--- config.mk ---
export PLATFORM = sky130hd
export DESIGN_NAME = fetch_stage_q
export DESIGN_NICKNAME = d
export VERILOG_FILES = /design/src/rtl/fetch_pkg.sv /design/src/rtl/fetch_buffer.sv /design/src/rtl/fetch_stage_q.sv
export SDC_FILE = /design/constraint.sdc
export NUM_CORES = 1
export LEC_CHECK = 0
export ABC_CLOCK_PERIOD_IN_PS = 6120
export CORE_MARGIN = 2
export CORE_UTILIZATION = 51
export DETAILED_ROUTE_END_ITERATION = 10
export GPL_TIMING_DRIVEN = 1
export PLACE_DENSITY = 0.77
export SYNTH_ARGS = -nofsm -noshare
export SYNTH_HDL_FRONTEND = slang
export SYNTH_SLANG_ARGS = --single-unit
--- constraint.sdc ---
create_clock -name clk -period 6.12 [get_ports clk]
set_input_delay 0.612 -clock clk [delete_from_list [all_inputs] [get_ports clk]]
set_output_delay 0.612 -clock clk [all_outputs]
set_load 0.01 [all_outputs]
--- src/rtl/fetch_pkg.sv ---
// fetch_pkg: shared types and constants for the pipelined fetch stage.
// Default widths, the buffer entry layout, the PC increment and the
// pointer-width helper used by fetch_stage_q and fetch_buffer.
package fetch_pkg;

  localparam int FETCH_ADDR_W  = 9;
  localparam int FETCH_INSTR_W = 32;
  localparam int PC_STEP       = 4;

  // One prefetch buffer slot at the default widths.
  typedef struct packed {
    logic [FETCH_ADDR_W-1:0]  pc;
    logic [FETCH_INSTR_W-1:0] instr;
    logic                     filled;
  } fetch_entry_t;

  // Pointers carry one extra wrap bit so full and empty differ.
  function automatic int ptr_w(input int depth);
    return $clog2(depth) + 1;
  endfunction

endpackage

--- src/rtl/fetch_buffer.sv ---
// fetch_buffer: in-order ring buffer of DEPTH fetch slots with alloc/fill/head pointers.
// Latency: alloc/fill/pop take effect at the next edge; head outputs are registered state.
// Backpressure: caller must not alloc when full; flush drops every entry (head=fill=alloc).
// Ports: i_alloc/i_alloc_pc reserve a slot, i_fill/i_fill_data complete the oldest
// unfilled slot, i_pop retires the head, i_flush empties; o_head_* show the head slot,
// o_occupancy = alloc-head, o_unfilled = alloc-fill.
module fetch_buffer
  import fetch_pkg::*;
#(
  parameter int ADDR_W  = FETCH_ADDR_W,
  parameter int INSTR_W = FETCH_INSTR_W,
  parameter int DEPTH   = 4,
  parameter int PW      = ptr_w(DEPTH)
) (
  input  logic               clk,
  input  logic               rst,
  input  logic               i_alloc,
  input  logic [ADDR_W-1:0]  i_alloc_pc,
  input  logic               i_fill,
  input  logic [INSTR_W-1:0] i_fill_data,
  input  logic               i_pop,
  input  logic               i_flush,
  output logic               o_head_vld,
  output logic [ADDR_W-1:0]  o_head_pc,
  output logic [INSTR_W-1:0] o_head_instr,
  output logic [PW-1:0]      o_occupancy,
  output logic [PW-1:0]      o_unfilled
);

  localparam int IW = PW - 1;

  logic [PW-1:0]      r_alloc;
  logic [PW-1:0]      r_fill;
  logic [PW-1:0]      r_head;
  logic [ADDR_W-1:0]  r_pc    [DEPTH];
  logic [INSTR_W-1:0] r_instr [DEPTH];
  logic [DEPTH-1:0]   r_filled;

  logic [IW-1:0] w_alloc_idx;
  logic [IW-1:0] w_fill_idx;
  logic [IW-1:0] w_head_idx;

  assign w_alloc_idx = r_alloc[IW-1:0];
  assign w_fill_idx  = r_fill[IW-1:0];
  assign w_head_idx  = r_head[IW-1:0];

  always_ff @(posedge clk or posedge rst) begin
    if (rst) begin
      r_alloc  <= '0;
      r_fill   <= '0;
      r_head   <= '0;
      r_filled <= '0;
      for (int i = 0; i < DEPTH; i++) begin
        r_pc[i]    <= '0;
        r_instr[i] <= '0;
      end
    end else if (i_flush) begin
      // Slots keep stale contents; the empty check on head masks them and
      // the next alloc clears the filled flag.
      r_fill <= r_alloc;
      r_head <= r_alloc;
    end else begin
      // Alloc and fill never hit the same slot: that would need
      // alloc-fill == DEPTH, and alloc is blocked when full.
      if (i_alloc) begin
        r_pc[w_alloc_idx]     <= i_alloc_pc;
        r_filled[w_alloc_idx] <= 1'b0;
        r_alloc               <= r_alloc + 1'b1;
      end
      if (i_fill) begin
        r_instr[w_fill_idx]  <= i_fill_data;
        r_filled[w_fill_idx] <= 1'b1;
        r_fill               <= r_fill + 1'b1;
      end
      if (i_pop) begin
        r_head <= r_head + 1'b1;
      end
    end
  end

  assign o_head_vld   = (r_head != r_alloc) && r_filled[w_head_idx];
  assign o_head_pc    = r_pc[w_head_idx];
  assign o_head_instr = r_instr[w_head_idx];
  assign o_occupancy  = r_alloc - r_head;
  assign o_unfilled   = r_alloc - r_fill;

endmodule

--- src/rtl/fetch_stage_q.sv ---
// fetch_stage_q: PC generator + prefetch buffer between execute PC-select and decode.
// Latency: request at t, response at t+L -> ValidD at t+L+1 (2 cycles minimum).
// Backpressure: requests gated by credit (occupancy + owed drops < DEPTH); ReadyD holds the head.
// Ports: PCSrcE/PCTargetE redirect; imem_req_* issue fetches (valid independent of ready);
// imem_rsp_* return data in order, never backpressured; ValidD/ReadyD/InstrD/PCD/PCPlus4D
// present the oldest filled instruction to decode (data outputs are 0 while ValidD=0).
module fetch_stage_q
  import fetch_pkg::*;
#(
  parameter int               ADDR_W   = FETCH_ADDR_W,
  parameter int               INSTR_W  = FETCH_INSTR_W,
  parameter int               DEPTH    = 4,
  parameter logic [ADDR_W-1:0] RESET_PC = '0
) (
  input  logic               clk,
  input  logic               rst,
  input  logic               PCSrcE,
  input  logic [ADDR_W-1:0]  PCTargetE,
  output logic               imem_req_valid,
  input  logic               imem_req_ready,
  output logic [ADDR_W-1:0]  imem_req_addr,
  input  logic               imem_rsp_valid,
  input  logic [INSTR_W-1:0] imem_rsp_data,
  output logic               ValidD,
  input  logic               ReadyD,
  output logic [INSTR_W-1:0] InstrD,
  output logic [ADDR_W-1:0]  PCD,
  output logic [ADDR_W-1:0]  PCPlus4D
);

  localparam int            PW      = ptr_w(DEPTH);
  localparam logic [PW:0]   DEPTH_C = (PW+1)'(DEPTH);
  localparam logic [ADDR_W-1:0] STEP = ADDR_W'(PC_STEP);

  logic [ADDR_W-1:0] r_pc;
  logic [PW-1:0]     r_drop_cnt;

  logic              w_credit;
  logic [PW:0]       w_inflight;
  logic              w_req_fire;
  logic              w_drop_active;
  logic              w_fill;
  logic              w_pop;
  logic              w_alloc;
  logic              w_head_vld;
  logic [ADDR_W-1:0] w_head_pc;
  logic [INSTR_W-1:0] w_head_instr;
  logic [PW-1:0]     w_occupancy;
  logic [PW-1:0]     w_unfilled;

  // Responses still owed for flushed requests occupy credit too, so a
  // redirect cannot let new requests outrun the memory's response queue.
  assign w_inflight     = {1'b0, w_occupancy} + {1'b0, r_drop_cnt};
  assign w_credit       = w_inflight < DEPTH_C;
  assign imem_req_valid = !rst && w_credit;
  assign imem_req_addr  = r_pc;
  assign w_req_fire     = imem_req_valid && imem_req_ready;

  assign w_drop_active  = (r_drop_cnt != '0);
  // In the redirect cycle everything at the old PC is discarded: the firing
  // request is counted as dropped, an arriving response is not written,
  // and a pop is suppressed.
  assign w_alloc        = w_req_fire && !PCSrcE;
  assign w_fill         = imem_rsp_valid && !w_drop_active && !PCSrcE;
  assign w_pop          = w_head_vld && ReadyD && !PCSrcE;

  always_ff @(posedge clk or posedge rst) begin
    if (rst) begin
      r_pc <= RESET_PC;
    end else if (PCSrcE) begin
      r_pc <= PCTargetE;
    end else if (w_req_fire) begin
      r_pc <= r_pc + STEP;
    end
  end

  always_ff @(posedge clk or posedge rst) begin
    if (rst) begin
      r_drop_cnt <= '0;
    end else if (PCSrcE) begin
      // Owed = already owed + unfilled slots + this cycle's request,
      // less the response (dropped or not) that arrives now.
      r_drop_cnt <= r_drop_cnt + w_unfilled + PW'(w_req_fire) - PW'(imem_rsp_valid);
    end else if (imem_rsp_valid && w_drop_active) begin
      r_drop_cnt <= r_drop_cnt - 1'b1;
    end
  end

  fetch_buffer #(
    .ADDR_W  (ADDR_W),
    .INSTR_W (INSTR_W),
    .DEPTH   (DEPTH),
    .PW      (PW)
  ) u_buf (
    .clk          (clk),
    .rst          (rst),
    .i_alloc      (w_alloc),
    .i_alloc_pc   (r_pc),
    .i_fill       (w_fill),
    .i_fill_data  (imem_rsp_data),
    .i_pop        (w_pop),
    .i_flush      (PCSrcE),
    .o_head_vld   (w_head_vld),
    .o_head_pc    (w_head_pc),
    .o_head_instr (w_head_instr),
    .o_occupancy  (w_occupancy),
    .o_unfilled   (w_unfilled)
  );

  // Data outputs are zeroed while no valid head exists, so reset and empty
  // states show 0 on all three rather than stale slot contents.
  assign ValidD   = w_head_vld;
  assign InstrD   = w_head_vld ? w_head_instr : '0;
  assign PCD      = w_head_vld ? w_head_pc : '0;
  assign PCPlus4D = w_head_vld ? (w_head_pc + STEP) : '0;

endmodule

==> impl_results.md, run 1 <==
- Max Freq: 0.240 GHz
- All-Layer GR Usage: 22.2%
- Crit path max fanout: 7
- First-pass GRT wire length: 31700 um
- Core area: 0.0174 mm2
- Normalized max-slew margin: 32.7%
- Sequential fraction of the synthesis area: 51.9%
- Syn_nets: 697
- Unrepaired setup endpoints after global routing: no
- Vias in the first global route: 5980
- Row Count: 48
- # DRC: 0
- MaxCap Viol Count: 0
- Worst setup SP type: register
- Avg WL per Cell: 20.2 um
- RD Place Congestion: 0.811
- EDFF count, synth: 0
- CTS Buf Count: 17
- Clk sinks: 189
- Layout Area Growth over Synthesis: 20.9%
- Htree depth: 4
- Final Skew: 0.0105 ns
- Tmin final: 4.17 ns
- # nets final: 794
- Post-synth top area share: 51.9%
- VDD IR max: 0.000254 V
- WHS Path Cells: 2
- Kind of end point of the critical path: register
- Clock latency on the worst-skew pair: 0.43 ns
- Reg-to-reg slack, setup: 1.95 ns
- Die Y-Extent: 138 um
- Initial Util: 52.5%
- Clock Tree Root: clkbuf_16
- Crit path DAT: 4.49 ns
- Mean area per synthesized cell: 14.5 um2
- Post-synthesis cell count: 627
- Slew Limit Fails: 0
- Resize count post-CTS: 0
- CTS tree: built
- Utilization after layout: 63.5%
- Die area: 0.0190 mm2
- Hold_buf cts: 0
- Final setup viols: 0
- Reg-to-reg startpoint: u_buf.r_alloc[0]$_DFFE_PP0P_
- Final setup TNS: 0 ns
- PortBufs: 107
- Top_reg_cell synth: dfrtp_1
- HP Class: register to register
- Reg-to-Reg End: r_drop_cnt[2]$_DFFE_PP0P_
- Mapped cell area: 0.00912 mm2
- DPL Wire Length: 12400 um
- Worst Path Required: 6.44 ns
- Clk buf depth: 2
- Leakage power figure: 5.08 nW
- Top cell type by total area after synthesis: dfrtp_1
- IO Count: 108
- Worst-path clk slew: 0.07 ns
- Worst hold start: u_buf.r_filled[3]$_DFFE_PP0N_
- Ys Warns: 0
- DRT Pass-1 Iters: 5
- Largest net degree at the start of global routing: 75
- WHS Endpoint: u_buf.r_filled[3]$_DFFE_PP0N_
- Status: finished, final reports clean
- Synth area leaders: dfrtp_1 (52%), mux2_2 (21%), mux4_2 (8.9%)
- Drt total wl: 19400 um
- Initial antenna violation count: 0
- Die Wd: 138 um
- Worst Setup Path Type: register to register
- Setup Buffers After CTS: 0
- Least-Margin Pin Slew: 1.01 ns
- Reg2Reg Depth: 14
- Distinct cells, synth: 44
- GRT overflow: 0
- Via density: 5.74
- Iteration-0 DRC count of the detailed router: 302
- Synth Register Bits: 189
- Via count: 5519
- Share of cells above drive strength 1: 34.6%
- Post-route clock period utilization: 68.2%
- FFs w/ async S/R, synth: 100%
- Antenna-violating nets left: 0
- Pwr dens: 501 mW/mm2
- ANT cells: 0
- Hold Vio Cnt, Final: 0
-- worst max path at each step --
stage	start	endpoint	slack (ns)	cells after the start
floorplan	rst	imem_req_addr[0]$_DFFE_PP0P_	0.37	1
global placement	u_buf.r_alloc[0]$_DFFE_PP0P_	r_drop_cnt[2]$_DFFE_PP0P_	2.11	14
finish	u_buf.r_alloc[0]$_DFFE_PP0P_	r_drop_cnt[2]$_DFFE_PP0P_	1.95	14
global route	u_buf.r_alloc[0]$_DFFE_PP0P_	r_drop_cnt[2]$_DFFE_PP0P_	1.65	14
detailed placement	u_buf.r_alloc[0]$_DFFE_PP0P_	r_drop_cnt[2]$_DFFE_PP0P_	1.94	14
CTS	u_buf.r_head[0]$_DFFE_PP0P_	PCPlus4D[3]	1.89	6
-- cells by family (layout without fill, tap and decap cells) --
kind of cell / count (synthesis) / after routing / synth area share (%)
mux: 213 / 213 / 31.7
xor+xnor: 21 / 21 / 2.02
flops: 189 / 189 / 51.9
simple gates: 107 / 107 / 6.74
compound gates: 24 / 24 / 1.58
fa+ha+maj: 23 / 23 / 3.65
buf+inv: 50 / 160 / 2.44
-- critical path, stage by stage (launching register included) --
cell     delay, ns
dfrtp_1       0.44
inv_1         0.20
ha_1          0.18
inv_1         0.05
fa_1          0.38
xnor2_1       0.15
ha_1          0.34
nor4_4        0.36
nand3_1       0.33
fa_1          0.59
inv_1         0.05
fa_1          0.37
fa_1          0.38
xnor2_1       0.16
a21oi_1       0.08
-- through the flow --
| stage | cells | instance area, um2 | worst slack (ns) | total power [mW] | hold slack [ns] |
|---|---|---|---|---|---|
| 2_1_floorplan | 627 | 9120 | 0.366 | 3.59 | 0.442 |
| 3_3_place_gp | 930 | 10400 | 2.11 | 4.19 | 0.455 |
| 3_5_place_dp | 930 | 10400 | 1.94 | 4.34 | 0.464 |
| 4_1_cts | 962 | 11000 | 1.89 | 5.57 | 0.480 |
| 5_1_grt | 962 | 11000 | 1.65 | 5.89 | 0.504 |
| 6_report | 962 | 11000 | 1.95 | 5.52 | 0.477 |
-- area by class of cell --
class / count / area [um2]
Fill cell: 1227 / 6330
Sequential cell: 189 / 4730
Multi-Input combinational cell: 388 / 4170
Timing Repair Buffer: 112 / 1110
Clock buffer: 23 / 508
Tap cell: 225 / 282
Clock inverter: 9 / 155
Inverter: 16 / 65.1
-- layer usage --
metal,wire (um),vias up,track usage (%)
li1,-,2451,-
met1,8440,2917,29.0
met2,9760,129,37.4
met3,968,22,5.08
met4,257,0,6.63
met5,0,-,0
-- layout by cell type (no fill, tap or decap), types with 5 or more instances in the layout --
cell / count
a21oi_1: 5
and2_1: 41
buf_4: 5
clkbuf_16: 17
clkbuf_8: 6
clkdlybuf4s50_1: 107
dfrtp_1: 187
fa_1: 6
ha_1: 17
inv_1: 14
mux2_2: 167
mux4_1: 6
mux4_2: 36
nand2_1: 26
nand3_1: 5
nor2_1: 10
o21ai_0: 10
xnor2_1: 13
xor2_1: 8
-- synth_stat cells, types with 2 or more instances --
master    count
buf_2         7
mux2_2      167
nand3_1       5
nand2_1      30
nand4_2       3
and2_1       41
dfrtp_1     189
inv_1        15
mux2i_1       4
xnor2_1      13
mux4_1        6
nor2b_1       2
mux4_2       36
xor2_1        8
buf_1        14
clkbuf_1      9
buf_4         2
ha_1         17
a21oi_1       5
o21ai_0      10
or4_1         2
and3_1        2
nand4_1       4
fa_1          6
nor2_1       10
a211oi_1      2
-- sequential cells by signal, indices dropped and copies added, names as in the netlist --
register	cells
u_buf.r_instr	128
u_buf.r_pc	36
imem_req_addr	9
u_buf.r_filled	4
r_drop_cnt	3
u_buf.r_alloc	3
u_buf.r_fill	3
u_buf.r_head	3
-- report_power, final --
group	internal, mW	switching, mW
sequential	1.75	0.296
clock	0.750	0.464
combinational	1.25	1.01
Note: power is estimated with default switching activity, not from simulation.
==> run 2: changes to the inputs <==
- ABC_CLOCK_PERIOD_IN_PS: 6120 -> 4400
- CORE_UTILIZATION: 51 -> 56
- PLACE_DENSITY: 0.77 -> 0.8
- clock period: 6.12 -> 4.4 ns (I/O delays scaled with it)
==> run 2 against run 1 <==
- maximum frequency rose by 4.7%
- total power rose by 36%
- clock skew fell by 0.0039 ns
- die area fell by 8.7%
- sequential power rose by 39%
- clock-buffer cell count fell by 1
- clock power rose by 24%
- via count fell by 1.2%
- register-to-register slack got worse by 1.5 ns
- setup slack got worse by 1.5 ns
- global-route usage rose by 0.81 points
- cell area fell by 0.58%
==> impl_results.md, run 2 (synthesis gave the netlist of run 1 again) <==
- PortBufs: 107 (unchanged)
- Layout Area Growth over Synthesis: 20.2% (was 20.9%)
- Normalized max-slew margin: 35.0% (was 32.7%)
- DP Worst Slack: 0.472 ns (was 1.94 ns)
- Hold Vio Cnt, Final: 0 (unchanged)
- Resize count post-CTS: 0 (unchanged)
- Initial antenna violation count: 1 (was 0)
- Leakage power figure: 5.05 nW (was 5.08 nW)
- Core area: 0.0159 mm2 (was 0.0174 mm2)
- DRT Pass-1 Iters: 4 (was 5)
- Crit path max fanout: 6 (was 7)
- DP Cell Count: 923 (was 930)
- Most frequent cells in the layout: dfrtp_1 (187), mux2_2 (167), clkdlybuf4s50_1 (107) (unchanged)
- Antenna-violating nets left: 0 (unchanged)
- Drt total wl: 18900 um (was 19400 um)
- Share of cells above drive strength 1: 34.1% (was 34.6%)
- Worst Setup Path Type: register to register (unchanged)
- # nets final: 796 (was 794)
- Max Freq: 0.251 GHz (was 0.240 GHz)
- Avg WL per Cell: 19.8 um (was 20.2 um)
- Max FFs per register: 128 (unchanged)
- All-Layer GR Usage: 23.0% (was 22.2%)
- Worst-path clk slew: 0.06 ns (was 0.07 ns)
- MaxCap Viol Count: 0 (unchanged)
- VDD IR max: 0.000387 V (was 0.000254 V)
- Final setup viols: 0 (unchanged)
- Commonest non-fill, non-tap cell in the layout: dfrtp_1 (unchanged)
- # DRC: 0 (unchanged)
- Row Count: 46 (was 48)
- Pwr dens: 684 mW/mm2 (was 501 mW/mm2)
- Setup Buffers After CTS: 0 (unchanged)
- GRT overflow: 0 (unchanged)
- Clock Tree Root: clkbuf_16 (unchanged)
- RD Place Congestion: 0.807 (was 0.811)
- Via count: 5455 (was 5519)
- Unrepaired setup endpoints after global routing: no (unchanged)
- Htree depth: 4 (unchanged)
- Final setup TNS: 0 ns (unchanged)
- Tmin final: 3.99 ns (was 4.17 ns)
- Area of the multi-input gates: 0.00417 mm2 (unchanged)
- Pwr Total: 7.50 mW (was 5.52 mW)
- Final Skew: 0.00664 ns (was 0.0105 ns)
- Die Wd: 132 um (was 138 um)
- CTS tree: built (unchanged)
- Hold_buf cts: 0 (unchanged)
- DP Area: 0.0104 mm2 (about the same)
- ANT cells: 0 (unchanged)
- Initial Util: 57.4% (was 52.5%)
- Kind of end point of the critical path: register (unchanged)
- First-pass GRT wire length: 31500 um (was 31700 um)
- DPL Wire Length: 12200 um (was 12400 um)
- Slew Limit Fails: 0 (unchanged)
- Largest net degree at the start of global routing: 101 (was 75)
- FF+latch area: 0.00473 mm2 (unchanged)
- Setup WS post-layout: 0.414 ns (was 1.95 ns)
- IO Count: 108 (unchanged)
- Worst Path Required: 4.70 ns (was 6.44 ns)
- Least-Margin Pin Slew: 0.972 ns (was 1.01 ns)
- Die area: 0.0173 mm2 (was 0.0190 mm2)
- CTS Buf Count: 17 (unchanged)
- Die Y-Extent: 132 um (was 138 um)
- HP Class: register to register (unchanged)
- Finished Cell Area: 0.0110 mm2 (about the same)
- Iteration-0 DRC count of the detailed router: 235 (was 302)
- Vias in the first global route: 6097 (was 5980)
- Clk buf depth: 2 (unchanged)
- Post-route clock period utilization: 90.6% (was 68.2%)
- Status: finished, final reports clean (unchanged)
- Via density: 5.72 (was 5.74)
- # fillers: 1099 (was 1227)
- Clk sinks: 189 (unchanged)
- Post-route insts no fill: 953 (was 962)
- Crit path DAT: 4.28 ns (was 4.49 ns)
- Worst setup SP type: register (unchanged)
- Clock latency on the worst-skew pair: 0.42 ns (was 0.43 ns)
- Largest register by flop count: u_buf.r_instr (unchanged)
==> run 2: cell count changes in the layout (fill, tap and decap cells not counted), sizes merged <==
cell,change
clkinvlp,+1
buf,+2
bufinv,-1
inv,-1
clkbuf,-1
==> run 2: final timing paths <==
kind / start / endpoint / slack, ns / cells after the start
setup / recovery: u_buf.r_alloc[0]$_DFFE_PP0P_ / r_drop_cnt[2]$_DFFE_PP0P_ / 0.41 / 14
hold / removal: u_buf.r_filled[0]$_DFFE_PP0N_ / u_buf.r_filled[0]$_DFFE_PP0N_ / 0.48 / 2
setup reg to reg: u_buf.r_alloc[0]$_DFFE_PP0P_ / r_drop_cnt[2]$_DFFE_PP0P_ / 0.41 / 14
hold reg to reg: u_buf.r_filled[0]$_DFFE_PP0N_ / u_buf.r_filled[0]$_DFFE_PP0N_ / 0.48 / 2
max in group asynchronous: rst / u_buf.r_instr[97]$_DFFE_PP0P_ / 2.98 / 3
min in group asynchronous: rst / r_drop_cnt[1]$_DFFE_PP0P_ / 0.55 / 2
==> run 2: cell type report <==
cell class | count | area share [%]
Timing Repair Buffer | 114 | 10.5
Multi-Input combinational cell | 388 | 38.1
Tap cell | 216 | 2.47
Inverter | 16 | 0.582
Clock inverter | 8 | 1.07
Sequential cell | 189 | 43.2
Clock buffer | 22 | 4.14
==> run 2: metrics by stage <==
step           hold WS (ns)  util (%)
5_1_grt               0.489      69.0
4_1_cts               0.479      69.0
3_3_place_gp          0.454      65.4
2_1_floorplan         0.442         -
3_5_place_dp          0.463      65.4
6_report              0.483      69.0
==> run 2: layer usage <==
metal / global-route usage, % / vias to the layer above / part of all wire [%]
li1: - / 2461 / -
met2: 40.3 / 124 / 53
met1: 29.4 / 2849 / 42
met5: 0 / - / 0
met3: 4.51 / 21 / 4.0
met4: 6.52 / 0 / 1.3
==> run 2: where the power goes <==
part	internal, mW	switching, mW	leakage [nW]	total (mW)
clock network	0.899	0.604	0.280	1.50
registers	2.44	0.405	2.47	2.84
logic	1.76	1.40	2.30	3.16
==> run 2: worst max-delay path, cell delays in order, from the launching register on <==
cell	delay, ns
dfrtp_1	0.43
inv_1	0.21
ha_1	0.18
inv_1	0.04
fa_1	0.37
xnor2_1	0.15
ha_1	0.35
nor4_4	0.18
nand3_1	0.28
fa_1	0.58
inv_1	0.05
fa_1	0.37
fa_1	0.40
xnor2_1	0.18
a21oi_1	0.08
